$ cat src/rtl/pipe_pkg.sv
// Shared widths, operand-source encoding and the ID->EX stage record.
package pipe_pkg;
  localparam int XLEN   = 32;
  localparam int CTRL_W = 16;

  typedef enum logic [2:0] {FWD_ZERO, FWD_MEM, FWD_WB, FWD_CAP, FWD_RF} fwd_sel_e;

  typedef struct packed {
    logic [XLEN-1:0]   pc;
    logic [XLEN-1:0]   imm;
    logic [4:0]        rd;
    logic              rd_we;
    logic              is_load;
    logic [CTRL_W-1:0] ctrl;
    logic [4:0]        rs1;
    logic [4:0]        rs2;
  } id_ex_t;
endpackage

$ cat src/rtl/id_ex_operand_stage_if.sv
// Decode-side inputs and EX-side outputs of the ID->EX operand stage.
interface id_ex_operand_stage_if;
  import pipe_pkg::*;

  logic              id_valid;
  logic [4:0]        id_rs1;
  logic [4:0]        id_rs2;
  logic [4:0]        id_rd;
  logic              id_rd_we;
  logic              id_is_load;
  logic [XLEN-1:0]   id_pc;
  logic [XLEN-1:0]   id_imm;
  logic [CTRL_W-1:0] id_ctrl;

  logic              load_use_stall;
  logic              ex_valid;
  logic [4:0]        ex_rd;
  logic              ex_rd_we;
  logic              ex_is_load;
  logic [XLEN-1:0]   ex_pc;
  logic [XLEN-1:0]   ex_imm;
  logic [CTRL_W-1:0] ex_ctrl;
  logic [XLEN-1:0]   ex_op1;
  logic [XLEN-1:0]   ex_op2;

  modport master (
    output id_valid, id_rs1, id_rs2, id_rd, id_rd_we, id_is_load, id_pc, id_imm, id_ctrl,
    input  load_use_stall, ex_valid, ex_rd, ex_rd_we, ex_is_load, ex_pc, ex_imm, ex_ctrl,
           ex_op1, ex_op2
  );

  modport slave (
    input  id_valid, id_rs1, id_rs2, id_rd, id_rd_we, id_is_load, id_pc, id_imm, id_ctrl,
    output load_use_stall, ex_valid, ex_rd, ex_rd_we, ex_is_load, ex_pc, ex_imm, ex_ctrl,
           ex_op1, ex_op2
  );
endinterface

$ cat src/rtl/operand_bypass.sv
// One source operand: forwarding select, same-edge write capture and freeze hold.
module operand_bypass
  import pipe_pkg::*;
(
  input  logic            clk,
  input  logic            rst,
  input  logic            freeze,
  input  logic [4:0]      id_rs,
  input  logic [4:0]      ex_rs,
  input  logic [XLEN-1:0] rf_data,
  input  logic [4:0]      mem_rd,
  input  logic            mem_we,
  input  logic [XLEN-1:0] mem_data,
  input  logic [4:0]      wb_rd,
  input  logic            wb_we,
  input  logic [XLEN-1:0] wb_data,
  output logic [XLEN-1:0] op
);
  fwd_sel_e        sel;
  logic [XLEN-1:0] resolved;
  logic            cap_hit;
  logic [XLEN-1:0] cap_data;
  logic            hold_vld;
  logic [XLEN-1:0] hold_data;

  always_comb begin
    if (ex_rs == '0)                        sel = FWD_ZERO;
    else if (mem_we && (mem_rd == ex_rs))   sel = FWD_MEM;
    else if (wb_we && (wb_rd == ex_rs))     sel = FWD_WB;
    else if (cap_hit)                       sel = FWD_CAP;
    else                                    sel = FWD_RF;
  end

  always_comb begin
    resolved = '0;
    case (sel)
      FWD_ZERO: resolved = '0;
      FWD_MEM:  resolved = mem_data;
      FWD_WB:   resolved = wb_data;
      FWD_CAP:  resolved = cap_data;
      default:  resolved = rf_data;
    endcase
  end

  // RF reads before it writes, so a WB write landing on the latch edge is kept here.
  // During freeze the RF port follows decode, not EX, so the first resolved value is pinned.
  always_ff @(posedge clk or posedge rst) begin
    if (rst) begin
      cap_hit   <= 1'b0;
      cap_data  <= '0;
      hold_vld  <= 1'b0;
      hold_data <= '0;
    end else if (freeze) begin
      if (!hold_vld) begin
        hold_data <= resolved;
        hold_vld  <= 1'b1;
      end
    end else begin
      hold_vld <= 1'b0;
      cap_hit  <= wb_we && (wb_rd != '0) && (wb_rd == id_rs);
      cap_data <= wb_data;
    end
  end

  assign op = hold_vld ? hold_data : resolved;
endmodule

$ cat src/rtl/id_ex_operand_stage.sv
// ID->EX stage register with load-use bubble insertion, freeze/flush and operand resolution.
module id_ex_operand_stage
  import pipe_pkg::*;
(
  input  logic                  clk,
  input  logic                  rst,
  id_ex_operand_stage_if.slave  bus,
  input  logic [XLEN-1:0]       rf_rs1_data,
  input  logic [XLEN-1:0]       rf_rs2_data,
  input  logic [4:0]            mem_rd,
  input  logic                  mem_we,
  input  logic [XLEN-1:0]       mem_data,
  input  logic [4:0]            wb_rd,
  input  logic                  wb_we,
  input  logic [XLEN-1:0]       wb_data,
  input  logic                  freeze,
  input  logic                  flush
);
  id_ex_t ex_q;
  id_ex_t id_in;
  logic   ex_valid_q;
  logic   stall;

  assign id_in = '{pc: bus.id_pc, imm: bus.id_imm, rd: bus.id_rd, rd_we: bus.id_rd_we,
                   is_load: bus.id_is_load, ctrl: bus.id_ctrl, rs1: bus.id_rs1, rs2: bus.id_rs2};

  assign stall = bus.id_valid && ex_valid_q && ex_q.is_load && (ex_q.rd != '0) &&
                 ((ex_q.rd == bus.id_rs1) || (ex_q.rd == bus.id_rs2));

  always_ff @(posedge clk or posedge rst) begin
    if (rst) begin
      ex_valid_q <= 1'b0;
      ex_q       <= '0;
    end else if (!freeze) begin
      ex_q <= id_in;
      if (flush || stall) begin
        ex_valid_q <= 1'b0;
        ex_q.rd_we <= 1'b0;
      end else begin
        ex_valid_q <= bus.id_valid;
      end
    end
  end

  operand_bypass u_rs1 (
    .clk(clk), .rst(rst), .freeze(freeze), .id_rs(bus.id_rs1), .ex_rs(ex_q.rs1),
    .rf_data(rf_rs1_data), .mem_rd(mem_rd), .mem_we(mem_we), .mem_data(mem_data),
    .wb_rd(wb_rd), .wb_we(wb_we), .wb_data(wb_data), .op(bus.ex_op1)
  );

  operand_bypass u_rs2 (
    .clk(clk), .rst(rst), .freeze(freeze), .id_rs(bus.id_rs2), .ex_rs(ex_q.rs2),
    .rf_data(rf_rs2_data), .mem_rd(mem_rd), .mem_we(mem_we), .mem_data(mem_data),
    .wb_rd(wb_rd), .wb_we(wb_we), .wb_data(wb_data), .op(bus.ex_op2)
  );

  assign bus.load_use_stall = stall;
  assign bus.ex_valid       = ex_valid_q;
  assign bus.ex_rd          = ex_q.rd;
  assign bus.ex_rd_we       = ex_q.rd_we;
  assign bus.ex_is_load     = ex_q.is_load;
  assign bus.ex_pc          = ex_q.pc;
  assign bus.ex_imm         = ex_q.imm;
  assign bus.ex_ctrl        = ex_q.ctrl;
endmodule
$ cat src/flat_wrapper.sv
// flat-port wrapper written by rule: the top's interface ports become plain ports
module id_ex_operand_stage_flat import pipe_pkg::*;
  (clk, rst, rf_rs1_data, rf_rs2_data, mem_rd, mem_we, mem_data, wb_rd, wb_we, wb_data, freeze, flush, bus_id_valid, bus_id_rs1, bus_id_rs2, bus_id_rd, bus_id_rd_we, bus_id_is_load, bus_id_pc, bus_id_imm, bus_id_ctrl, bus_load_use_stall, bus_ex_valid, bus_ex_rd, bus_ex_rd_we, bus_ex_is_load, bus_ex_pc, bus_ex_imm, bus_ex_ctrl, bus_ex_op1, bus_ex_op2);
  id_ex_operand_stage_if bus_i ();
  input  logic clk;
  input  logic rst;
  input  logic [XLEN-1:0] rf_rs1_data;
  input  logic [XLEN-1:0] rf_rs2_data;
  input  logic [4:0] mem_rd;
  input  logic mem_we;
  input  logic [XLEN-1:0] mem_data;
  input  logic [4:0] wb_rd;
  input  logic wb_we;
  input  logic [XLEN-1:0] wb_data;
  input  logic freeze;
  input  logic flush;
  input wire logic [$bits(bus_i.id_valid)-1:0] bus_id_valid;
  input wire logic [$bits(bus_i.id_rs1)-1:0] bus_id_rs1;
  input wire logic [$bits(bus_i.id_rs2)-1:0] bus_id_rs2;
  input wire logic [$bits(bus_i.id_rd)-1:0] bus_id_rd;
  input wire logic [$bits(bus_i.id_rd_we)-1:0] bus_id_rd_we;
  input wire logic [$bits(bus_i.id_is_load)-1:0] bus_id_is_load;
  input wire logic [$bits(bus_i.id_pc)-1:0] bus_id_pc;
  input wire logic [$bits(bus_i.id_imm)-1:0] bus_id_imm;
  input wire logic [$bits(bus_i.id_ctrl)-1:0] bus_id_ctrl;
  output wire logic [$bits(bus_i.load_use_stall)-1:0] bus_load_use_stall;
  output wire logic [$bits(bus_i.ex_valid)-1:0] bus_ex_valid;
  output wire logic [$bits(bus_i.ex_rd)-1:0] bus_ex_rd;
  output wire logic [$bits(bus_i.ex_rd_we)-1:0] bus_ex_rd_we;
  output wire logic [$bits(bus_i.ex_is_load)-1:0] bus_ex_is_load;
  output wire logic [$bits(bus_i.ex_pc)-1:0] bus_ex_pc;
  output wire logic [$bits(bus_i.ex_imm)-1:0] bus_ex_imm;
  output wire logic [$bits(bus_i.ex_ctrl)-1:0] bus_ex_ctrl;
  output wire logic [$bits(bus_i.ex_op1)-1:0] bus_ex_op1;
  output wire logic [$bits(bus_i.ex_op2)-1:0] bus_ex_op2;
  assign bus_i.id_valid = bus_id_valid;
  assign bus_i.id_rs1 = bus_id_rs1;
  assign bus_i.id_rs2 = bus_id_rs2;
  assign bus_i.id_rd = bus_id_rd;
  assign bus_i.id_rd_we = bus_id_rd_we;
  assign bus_i.id_is_load = bus_id_is_load;
  assign bus_i.id_pc = bus_id_pc;
  assign bus_i.id_imm = bus_id_imm;
  assign bus_i.id_ctrl = bus_id_ctrl;
  assign bus_load_use_stall = bus_i.load_use_stall;
  assign bus_ex_valid = bus_i.ex_valid;
  assign bus_ex_rd = bus_i.ex_rd;
  assign bus_ex_rd_we = bus_i.ex_rd_we;
  assign bus_ex_is_load = bus_i.ex_is_load;
  assign bus_ex_pc = bus_i.ex_pc;
  assign bus_ex_imm = bus_i.ex_imm;
  assign bus_ex_ctrl = bus_i.ex_ctrl;
  assign bus_ex_op1 = bus_i.ex_op1;
  assign bus_ex_op2 = bus_i.ex_op2;
  id_ex_operand_stage u_core (.clk(clk), .rst(rst), .bus(bus_i), .rf_rs1_data(rf_rs1_data), .rf_rs2_data(rf_rs2_data), .mem_rd(mem_rd), .mem_we(mem_we), .mem_data(mem_data), .wb_rd(wb_rd), .wb_we(wb_we), .wb_data(wb_data), .freeze(freeze), .flush(flush));
endmodule
$ cat config.mk
export PLATFORM = sky130hd
export DESIGN_NAME = id_ex_operand_stage_flat
export DESIGN_NICKNAME = d
export VERILOG_FILES = /design/src/rtl/pipe_pkg.sv /design/src/rtl/id_ex_operand_stage_if.sv /design/src/rtl/operand_bypass.sv /design/src/rtl/id_ex_operand_stage.sv /design/src/flat_wrapper.sv
export SDC_FILE = /design/constraint.sdc
export NUM_CORES = 1
export LEC_CHECK = 0
export CAP_MARGIN = 20
export CORE_MARGIN = 2
export CORE_UTILIZATION = 49
export CTS_CLUSTER_DIAMETER = 50
export DETAILED_ROUTE_END_ITERATION = 7
export HOLD_SLACK_MARGIN = 0.12
export MAX_ROUTING_LAYER = met4
export PLACE_DENSITY = 0.8
export SLEW_MARGIN = 20
export SYNTH_ARGS = -nofsm -noshare
export SYNTH_HDL_FRONTEND = slang
export SYNTH_HIERARCHICAL = 1
export SYNTH_SLANG_ARGS = --single-unit
$ cat constraint.sdc
create_clock -name clk -period 3.6 [get_ports clk]
set_input_delay 0.54 -clock clk [delete_from_list [all_inputs] [get_ports clk]]
set_output_delay 0.54 -clock clk [all_outputs]
set_load 0.02 [all_outputs]
Word level (Yosys, flattened, before mapping)

Index checks and enable logic that the tools add are counted.

Register bits after elaboration: 197
Input port bits: 242
Output and inout port bits: 153

Equal/unequal tests: 14
Mux-type cells: 15
Reductions and logical operators: 19

Operators by type and width:

| cell                 | count |
|---|---|
| $pmux W32 S4         | 2 |
| $mux W32             | 2 |
| $eq A5 B5 Y1         | 8 |
| $mux W3              | 8 |
| $eq A3 B2 Y1 const B | 4 |
| $logic_and A1 B1 Y1  | 11 |
| $logic_not A5 Y1     | 2 |
| $reduce_bool A5 Y1   | 2 |
| $eq A3 B1 Y1 const B | 2 |
| $logic_not A3 Y1     | 2 |
| $mux W1              | 3 |
| $logic_or A1 B1 Y1   | 2 |

Logic depth before layout (Yosys ltp)

Depth in word-level cells: 8
Gate-level depth with buffers: 7

Hierarchy

Netlist, hierarchy kept.

Modules (own cells, without submodules):

| module              | instances | cells each | area each (µm²) |
|---|---|---|---|
| operand_bypass      | 2         | 470        | 4589.4 |
| id_ex_operand_stage | 1         | 317        | 4418.0 |

Worst setup path before layout

OpenSTA, ideal clock, no wires.

Path type: input -> output
From: input mem_rd[2]
To: output bus_ex_op1[11]
Data arrival time: 2.087 ns
Required time: 3.060 ns
Slack: 0.973 ns
Stages on the path: 6
Cells stage by stage: xnor2_1 nand4_2 nor3_4 clkbuf_4 a32oi_2 o31ai_1

Longest elaborated chain between the ends: 7

RTL lines:

| what                                 | RTL line             | text |
|---|---|---|
| from (decl)                          | flat_wrapper.sv:9    | `input logic [4:0] mem_rd;` |
| $eq A5 B5 Y1 (*)                     | operand_bypass.sv:28 | `else if (mem_we && (mem_rd == ex_rs)) sel = FWD_MEM;` |
| $logic_and A1 B1 Y1 (*)              | operand_bypass.sv:28 |  |
| $mux W3 (*)                          | operand_bypass.sv:28 |  |
| $mux W3 (*)                          | operand_bypass.sv:27 | `if (ex_rs == '0) sel = FWD_ZERO;` |
| $eq A3 B2 Y1 (tied with other cells) | operand_bypass.sv:36 | `case (sel)` |
| $pmux W32 S4 (*)                     | operand_bypass.sv:36 |  |
| $mux W32 (*)                         | -                    |  |
| to (decl)                            | flat_wrapper.sv:34   | `output wire logic [$bits(bus_i.ex_op1)-1:0] bus_ex_op1;` |

Mark *: on every way between the ends. The rest lies on a longest branch, timed or not.

Worst setup path in the final report

From: input wb_rd[0]
To: output bus_ex_op1[11]

Longest elaborated chain between the ends: 8

RTL lines:

| what                                 | RTL line             | text |
|---|---|---|
| from (decl)                          | flat_wrapper.sv:12   | `input logic [4:0] wb_rd;` |
| $eq A5 B5 Y1 (*)                     | operand_bypass.sv:29 | `else if (wb_we && (wb_rd == ex_rs)) sel = FWD_WB;` |
| $logic_and A1 B1 Y1 (*)              | operand_bypass.sv:29 |  |
| $mux W3 (*)                          | operand_bypass.sv:29 |  |
| $mux W3 (*)                          | operand_bypass.sv:28 |  |
| $mux W3 (*)                          | operand_bypass.sv:27 |  |
| $eq A3 B2 Y1 (tied with other cells) | operand_bypass.sv:36 |  |
| $pmux W32 S4 (*)                     | operand_bypass.sv:36 |  |
| $mux W32 (*)                         | -                    |  |

Marks and branches as above.

==> impl_metrics.json <==
{
  "powerDensity_nw_per_um2": 469,
  "hpwlAfterDp_mm": 30.3,
  "syn_inst": 1257,
  "cts_sinks": 230,
  "drt-initial-drc-count": 892,
  "slew_headroom": 0.383,
  "synth_area_leaders": "dfrtp_1, mux2_2, a32oi_2",
  "syn_avg_cell_area_um2": 10.8,
  "first_pass_iters": 5,
  "syn_area_um2": 13600,
  "viasPerCell": 5.85,
  "routedWlPerCell_um": 21.9,
  "clk_path_buf_depth": 3,
  "end_kind": "primary output",
  "overflow": 0,
  "maxCapViolCount": 0,
  "setup_violations": 0,
  "cts_hold_buffers": 0,
  "ys_warn_count": 6,
  "maxSlewViolCount": 0,
  "switching_share": 0.294,
  "detail-route-antenna-nets": 0,
  "max_freq_ghz": 0.285,
  "placed_area_um2": 17400,
  "seqPwrFrac": 0.355,
  "ys_ff_latch": 230,
  "switchingPower_uw": 2570,
  "min_path_type": "reg2reg",
  "die_h_um": 171,
  "netlist.area_leader.share": 0.423,
  "place_congestion": 0.916,
  "fin_util": 0.687,
  "numCtsBuffers": 36,
  "clockRootBuffer": "clkbuf_16",
  "fin_nets": 1797,
  "design_area_um2": 18600,
  "cts.reportedPaths.clkPinSlew_ns": 0.05,
  "fin_crit_sh": 0.973,
  "grt_pass1_wl_mm": 66.0,
  "syn_to_final_growth_pct": 37.0,
  "leakagePower_uw": 0.00733,
  "antenna_found_initial": 6,
  "cp_max_fo": 43,
  "peakVddDrop_v": 0.000428,
  "hold_viol": 0,
  "num_io_pins": 395,
  "grt_start_max_net_pins": 150,
  "start_kind": "primary input",
  "cts_tree": "yes",
  "placementRows": 60,
  "insertion_delay_ns": 0.52,
  "portBuffers": 394,
  "ys_seq_area_frac": 0.423,
  "yosys.area.top_type": "dfrtp_1",
  "min_period_ns": 3.50,
  "drive_gt1_frac": 0.236,
  "crit_type": "in2out",
  "power.share.combinational": 0.234,
  "die_w_um": 171,
  "drc_errors": 0,
  "synth_nets": 1499,
  "synth_cell_type_count": 39,
  "status": "finished clean",
  "cts_max_level": 2,
  "arrival_ns": 2.96,
  "grt_pass1_vias": 11900,
  "rsz0062_at_grt": "false",
  "clock_skew_ns": 0.0200,
  "die-area_um2": 29100,
  "track_usage": 0.301,
  "coreArea_um2": 27100,
  "drt_wl_total_mm": 42.9,
  "worst_pin_slew_ns": 0.926,
  "crit_required_ns": 3.06,
  "num_vias": 11500,
  "intPower_uw": 6170,
  "clkPwrFrac": 0.411,
  "start_util": 0.502
}
-- path summary, 6_finish.rpt --
| check | from | endpoint | slack [ns] | depth (start not counted) |
|---|---|---|---|---|
| worst max register to register | u_core/u_rs2/hold_vld | u_core/u_rs2/hold_data[30] | 1.37 | 4 |
| max in group asynchronous | rst | u_core/u_rs1/hold_vld | 2.15 | 3 |
| worst min-delay path | u_core/u_rs1/hold_data[26] | u_core/u_rs1/hold_data[26] | 0.48 | 2 |
| worst min register to register | u_core/u_rs1/hold_data[26] | u_core/u_rs1/hold_data[26] | 0.48 | 2 |
| worst max-delay path | wb_rd[0] | bus_ex_op1[11] | 0.1 | 9 |
| min in group asynchronous | rst | u_core/bus.ex_imm[22] | 0.61 | 2 |
-- sequential cells by signal (all words and copies together), names as in the netlist --
signal and count:
u_core/bus.ex_is_load 1, u_core/u_rs2/hold_data 32, u_core/u_rs1/cap_data 32, u_core/bus.ex_rd 5, u_core/u_rs1/hold_vld 1, u_core/bus.ex_imm 32
u_core/u_rs2/cap_hit 1, u_core/u_rs1/hold_data 32, u_core/ex_q 10, u_core/u_rs2/hold_vld 1, u_core/u_rs1/cap_hit 1, u_core/bus.ex_ctrl 16
u_core/bus.ex_valid 1, u_core/bus.ex_rd_we 1, u_core/u_rs2/cap_data 32, u_core/bus.ex_pc 32
-- cells in the mapped netlist, drive strengths merged --
library cell	instances
a22oi	1
dfrtp	230
o21ai	68
inv	3
buf	132
nor4	66
nand2	137
o31ai	128
nand3	2
or4	3
nor2b	65
o22ai	1
xnor2	38
clkbuf	66
o2111ai	3
o21bai	2
nand4	4
a32oi	65
o21ba	2
nor3b	1
mux2	160
nand4b	2
nor2	7
or3b	1
nor3	2
or3	64
nand2b	4
-- per-layer routing --
| layer | routed length, um | vias up | track usage |
|---|---|---|---|
| li1 | - | 5178 | - |
| met2 | 21600 | 541 | 0.506 |
| met3 | 3060 | 122 | 0.0689 |
| met5 | 0 | - | - |
| met4 | 1790 | 0 | 0.136 |
| met1 | 16500 | 5631 | 0.343 |
-- layout by cell type (no fill, tap or decap), drive strengths merged, types with 4 or more instances in the layout --
master,instances
nor2,7
xnor2,38
bufinv,4
nor2b,65
buf,65
nand2b,4
clkdlybuf4s50,329
nand2,137
dfrtp,230
a32oi,65
clkinv,8
clkinvlp,4
diode,6
mux2,160
o31ai,128
nand4,4
nor4,66
o21ai,68
dlygate4sd2,61
inv,7
or3,64
clkbuf,45
-- logic make-up (layout without fill, tap and decap cells) --
| logic type | after synthesis | in the layout | share of synthesized area |
|---|---|---|---|
| AND/OR/NAND/NOR | 358 | 358 | 0.144 |
| multiplexers | 160 | 160 | 0.133 |
| other | 0 | 6 | 0 |
| AO/OA/AOI/OAI | 270 | 270 | 0.179 |
| flip-flops | 230 | 230 | 0.423 |
| buffers and inverters | 201 | 526 | 0.0965 |
| XOR/XNOR | 38 | 38 | 0.0245 |
-- area by class of cell --
| class | instances | area, um^2 |
|---|---|---|
| Multi-Input combinational cell | 826 | 6550 |
| Antenna cell | 6 | 15.0 |
| Timing Repair Buffer | 458 | 4570 |
| Clock inverter | 20 | 262 |
| Fill cell | 1975 | 8470 |
| Sequential cell | 230 | 5770 |
| Inverter | 3 | 13.8 |
| Tap cell | 372 | 465 |
| Clock buffer | 45 | 987 |
-- metrics by stage --
stage	setup WS, ns	TNS (ns)	total power, uW	cells	hold slack, ns
6_report	0.0963	0	8740	1960	0.477
5_1_grt	0.00250	0	9100	1960	0.497
2_1_floorplan	0.498	0	4340	1257	0.448
4_1_cts	0.0114	0	8800	1954	0.477
3_3_place_gp	-0.0546	-0.786	5180	1888	0.459
3_5_place_dp	-0.128	-2.28	5250	1889	0.466
-- critical path: stages --
cell and delay (ns):
clkdlybuf4s50_1 0.56, xnor2_1 0.15, nand4_1 0.18, buf_12 0.22
buf_4 0.19, or3_1 0.36, a32oi_2 0.28, o31ai_1 0.11
dlygate4sd2_1 0.35
-- power groups by stage --
stage | Clock (uW) | Combinational, uW | Sequential, uW
after detailed placement | 0 | 2100 | 3140
after CTS | 3650 | 2040 | 3100
after floorplan | 0 | 1270 | 3070
after global routing | 3770 | 2180 | 3150
after global placement | 0 | 2070 | 3120
final | 3590 | 2040 | 3110
-- repair_timing --
item,in CTS,in global routing
gates resized for setup,63,3
buffers inserted,0,0
setup endpoints to repair,61,3
Power figures use the tool's default switching activity.
